--- src/rtl/piso_serializer.sv ---
// Parallel-in, serial-out stage with a one-word holding buffer for gapless streaming.
// Define PISO_PARITY_BIT_EN to append an even-parity bit to every frame.
module piso_serializer #(
    parameter int WIDTH     = 8,
    parameter bit MSB_FIRST = 1'b1
) (
    input  logic             clk,
    input  logic             rst,
    input  logic [WIDTH-1:0] din,
    input  logic             din_valid,
    output logic             din_ready,
    output logic             w,
    output logic             w_valid,
    output logic             w_last,
    output logic             busy
);

`ifdef PISO_PARITY_BIT_EN
    localparam int FRAME = WIDTH + 1;
`else
    localparam int FRAME = WIDTH;
`endif
    localparam int CW = $clog2(WIDTH + 1);
    localparam logic [CW-1:0] LAST_COUNT = CW'(FRAME - 1);

    typedef enum logic {
        IDLE,
        SHIFT
    } state_t;

    state_t           r_state;
    logic [WIDTH-1:0] r_hold;
    logic             r_holdFull;
    logic [FRAME-1:0] r_shift;
    logic [CW-1:0]    r_count;

    logic             w_lastBit;
    logic             w_loadNow;
    logic             w_accept;
    logic [FRAME-1:0] w_loadWord;

    assign w_lastBit = (r_state == SHIFT) && (r_count == LAST_COUNT);
    assign w_loadNow = r_holdFull && ((r_state == IDLE) || w_lastBit);
    assign w_accept  = din_valid && din_ready;

    // The parity bit sits at the tail end of the shift order, so it always leaves last.
`ifdef PISO_PARITY_BIT_EN
    logic w_parity;
    assign w_parity   = ^r_hold;
    assign w_loadWord = MSB_FIRST ? {r_hold, w_parity} : {w_parity, r_hold};
`else
    assign w_loadWord = r_hold;
`endif

    always_ff @(posedge clk or posedge rst) begin
        if (rst) begin
            r_state    <= IDLE;
            r_hold     <= '0;
            r_holdFull <= 1'b0;
            r_shift    <= '0;
            r_count    <= '0;
        end else begin
            if (w_accept) begin
                r_hold     <= din;
                r_holdFull <= 1'b1;
            end else if (w_loadNow) begin
                r_holdFull <= 1'b0;
            end

            case (r_state)
                IDLE: begin
                    if (w_loadNow) begin
                        r_shift <= w_loadWord;
                        r_count <= '0;
                        r_state <= SHIFT;
                    end
                end
                SHIFT: begin
                    if (w_lastBit) begin
                        r_count <= '0;
                        if (w_loadNow) begin
                            r_shift <= w_loadWord;
                        end else begin
                            r_shift <= '0;
                            r_state <= IDLE;
                        end
                    end else begin
                        r_count <= r_count + CW'(1);
                        if (MSB_FIRST) begin
                            r_shift <= {r_shift[FRAME-2:0], 1'b0};
                        end else begin
                            r_shift <= {1'b0, r_shift[FRAME-1:1]};
                        end
                    end
                end
                default: r_state <= IDLE;
            endcase
        end
    end

    // Ready never looks at din_valid, which keeps the handshake free of combinational loops.
    assign din_ready = !r_holdFull || w_loadNow;
    assign w_valid   = (r_state == SHIFT);
    assign w         = w_valid && (MSB_FIRST ? r_shift[FRAME-1] : r_shift[0]);
    assign w_last    = w_lastBit;
    assign busy      = (r_state == SHIFT) || r_holdFull;

endmodule

--- config.mk ---
export PLATFORM = sky130hd
export DESIGN_NAME = piso_serializer
export DESIGN_NICKNAME = d
export VERILOG_FILES = /design/src/rtl/piso_serializer.sv
export SDC_FILE = /design/constraint.sdc
export NUM_CORES = 1
export LEC_CHECK = 0
export BUFFER_PORTS_ARGS = -buffer_cell sky130_fd_sc_hd__buf_2
export CORE_AREA = 2 2 67 69
export DETAILED_ROUTE_END_ITERATION = 8
export DIE_AREA = 0 0 69 71
export PLACE_DENSITY = 0.43
export SLEW_MARGIN = 20
export SYNTH_ARGS = -nofsm -noshare
export SYNTH_HDL_FRONTEND = slang
export SYNTH_SLANG_ARGS = --single-unit
--- constraint.sdc ---
create_clock -name clk -period 1.9 [get_ports clk]
set_input_delay 0.38 -clock clk [delete_from_list [all_inputs] [get_ports clk]]
set_output_delay 0.38 -clock clk [all_outputs]
set_load 0.005 [all_outputs]
==> impl_metrics.tcl <==
set metrics [dict create \
    synth_top_family_by_area "compound AO/OA/AOI/OAI gates" \
    root_buffer "clkbuf_8" \
    drc 0 \
    vias_per_cell 4.25 \
    worstPathArrival_ns 1.41 \
    cts_tree "done" \
    post_cts_buffers 0 \
    grt_overflow 0 \
    switchingPower_mw 0.413 \
    swShare_pct 27.7 \
    synth_nets 86 \
    worst_r2r_endpoint "r_hold[0]" \
    synth_ff_type "dfrtp_1" \
    hold_viol 0 \
    fin_crit_ns 1.79 \
    cts_resized 0 \
    coreArea_mm2 0.00420 \
    die_h_um 71 \
    dpl.hpwl_um 1320 \
    clock-skew-final_ns 0.0106 \
    maxSlewViolCount 0 \
    synth.distinct_cells 23 \
    tightestPinTransition_ns 0.316 \
    synth_compound_area_share_pct 15.8 \
    synth_top_area_share_pct 57.6 \
    grt-busiest-layer "met2" \
    setup-tns-final_ns 0 \
    io_buffers 15 \
    n_fill_cell 452 \
    rrSetupSlack_ns 0.24 \
    power.total_mw 1.49 \
    areaGrowthSynthToFinish_pct 22.8 \
    hold_class "input pin to asynchronous set/reset pin" \
    outcome "finished, final reports clean" \
    routed_wl_um 1880 \
    path_buf_inv 1 \
    rr_worst_depth 4 \
    met1_usage_pct 11.2 \
    p_comb_share_pct 25.0 \
    rsz0062_at_grt "no" \
    grt_pass1_vias 705 \
    via_count 629 \
    synth_edf_count 0 \
    clk_pin_slew_worst_paths_ns 0.09 \
    clock_sinks 22 \
    boundaryPins 16 \
    ys_ff_latch 22 \
    yosysTopAreaCell "dfrtp_1" \
    cpPeakStageDelay_ns 0.40 \
    routabilityCongestion 0.658 \
    crit_fanout 4 \
    drive_above_1_share_pct 40.6 \
    synth_area_leaders "dfrtp_1 (58%), mux2_2 (11%), a221o_1 (6.3%), and2_1 (5.2%), a22o_2 (2.1%)" \
    gr-usage-met2_pct 13.8 \
    hold_buffers 0 \
    finalCritPeriodShare_pct 94.4 \
    grt_antenna_before_repair 0 \
    setup_violations 0 \
    cts-buffers-inserted 3 \
    seq_area_frac_synth_pct 57.6 \
    fmax_mhz 558 \
    grt_max_degree 23 \
    worstPathRequired_ns 1.52 \
    grt_pass1_wl_um 3310 \
    htreeDepth 1 \
    track_usage_pct 8.55 \
    seqPwrFrac_pct 51.9 \
    yosys-mux-area-fraction_pct 10.6 \
    clock_latency_ns 0.27 \
    chipWidth_um 69 \
    synth-adder-area-share_pct 1.31 \
    crit_path_end_kind "primary output" \
    initial_core_util_pct 22.7 \
    pwr-share-clk_pct 23.1 \
    leakage_nw 0.562 \
    yosys.area_share.xor_xnor_pct 0 \
    nNetsFinal 109 \
    powerDensity_mw_per_mm2 1270 \
    yosys.area_share.simple_pct 11.5 \
    yosysMostFrequentCell "dfrtp_1" \
    yosys_warnings 0 \
    n_antenna_cell 0 \
    drt_iter0_drc 17 \
    slowest_stage "dfrtp_1" \
    multi_input_area_um2 375 \
    async_flop_share_pct 100 \
    p_int_mw 1.08 \
    synth_area_per_cell_um2 12.9 \
    cp_cell_sequence "ha_1, and3b_4, nor2_2, nand2_1, buf_2" \
    first_pass_iters 3 \
    wl_per_cell_um 12.7 \
    final-seq-area_um2 551 \
    cts_buffer_depth 2 \
    critPathLaunchType "register" \
    antenna_left 0 \
    ys_top_cells_by_count "dfrtp_1 (22), mux2_2 (9), and2_1 (8), a221o_1 (6), inv_1 (4)" \
    num_rows 24 \
    cap_violations 0 \
    crit_type "register to primary output" \
    vdd_drop_max_uv 561 \
    slew-limit-headroom_pct 78.8 \
    use_met3_pct 1.99 \
    synth_cells 74 \
    reg2reg_from "r_count[0]" \
    die_area_mm2 0.00490 \
    synth_area_um2 956 \
    worst_path_dominant_cell_family "flip-flops" \
]
==> per-layer routing <==
layer	part of all wire, %	vias to the layer above
li1	-	311
met1	50	307
met2	46	9
met3	3.5	2
met4	0.64	0
met5	0	-
==> how the worst max path moves through the flow <==
stage | depth (start not counted) | slack (ns) | end | startpoint
6_report | 5 | 0.11 | din_ready | r_count[0]
4_1_cts | 5 | 0.09 | din_ready | r_count[0]
3_3_place_gp | 4 | 0.28 | r_hold[1] | r_count[0]
2_1_floorplan | 4 | 0.37 | r_hold[0] | r_count[0]
3_5_place_dp | 4 | 0.25 | r_hold[6] | r_count[0]
5_1_grt | 5 | 0.02 | din_ready | r_count[0]
==> cells in the final DEF, fill, tap and decap left out, types with 4 or more instances in the layout <==
cell type  netlist  layout
dfrtp_1         22      22
buf_2            0      15
mux2_2           9       9
and2_1           8       8
a221o_1          6       6
buf_4            0       5
inv_1            4       4
clkbuf_8         0       4
==> power by group through the flow <==
stage | clock network, mW | registers, mW | logic, mW
2_1_floorplan | 0 | 0.746 | 0.304
3_3_place_gp | 0 | 0.778 | 0.367
3_5_place_dp | 0 | 0.785 | 0.379
4_1_cts | 0.348 | 0.775 | 0.381
5_1_grt | 0.384 | 0.808 | 0.417
6_report | 0.344 | 0.773 | 0.373
==> tightest hold or removal path: stages <==
cell and delay [ns]:
buf_2 0.09, inv_1 0.04, buf_4 0.27
==> cell families (layout without fill, tap and decap cells) <==
logic type | after synthesis | count (layout)
compound gates | 17 | 17
fa+ha+maj | 1 | 1
buf+inv | 6 | 28
flops | 22 | 22
mux | 9 | 9
simple gates | 19 | 19
==> metrics by stage <==
step | hold slack [ns] | worst slack, ns | area (um2) | utilization (%) | std cells
2_1_floorplan | 0.369 | 0.372 | 956 | - | 74
4_1_cts | 0.148 | 0.0882 | 1170 | 27.9 | 148
3_5_place_dp | 0.435 | 0.246 | 1120 | 26.6 | 144
6_report | 0.130 | 0.107 | 1170 | 27.9 | 148
5_1_grt | 0.162 | 0.0183 | 1170 | 27.9 | 148
3_3_place_gp | 0.427 | 0.277 | 1120 | 26.6 | 144
==> state kept, by name, indices dropped and copies added (netlist names) <==
name,count
r_shift,8
r_count,4
w_valid,1
r_hold,8
r_holdFull,1
==> final cells by class <==
class / count / share of cell area [%]
inverters: 4 / 1.28
clock buffers: 4 / 4.69
repair buffers: 20 / 9.59
flip-flops and latches: 22 / 46.9
multi-input cells: 46 / 32.0
well taps: 52 / 5.54
Power figures use the tool's default switching activity.
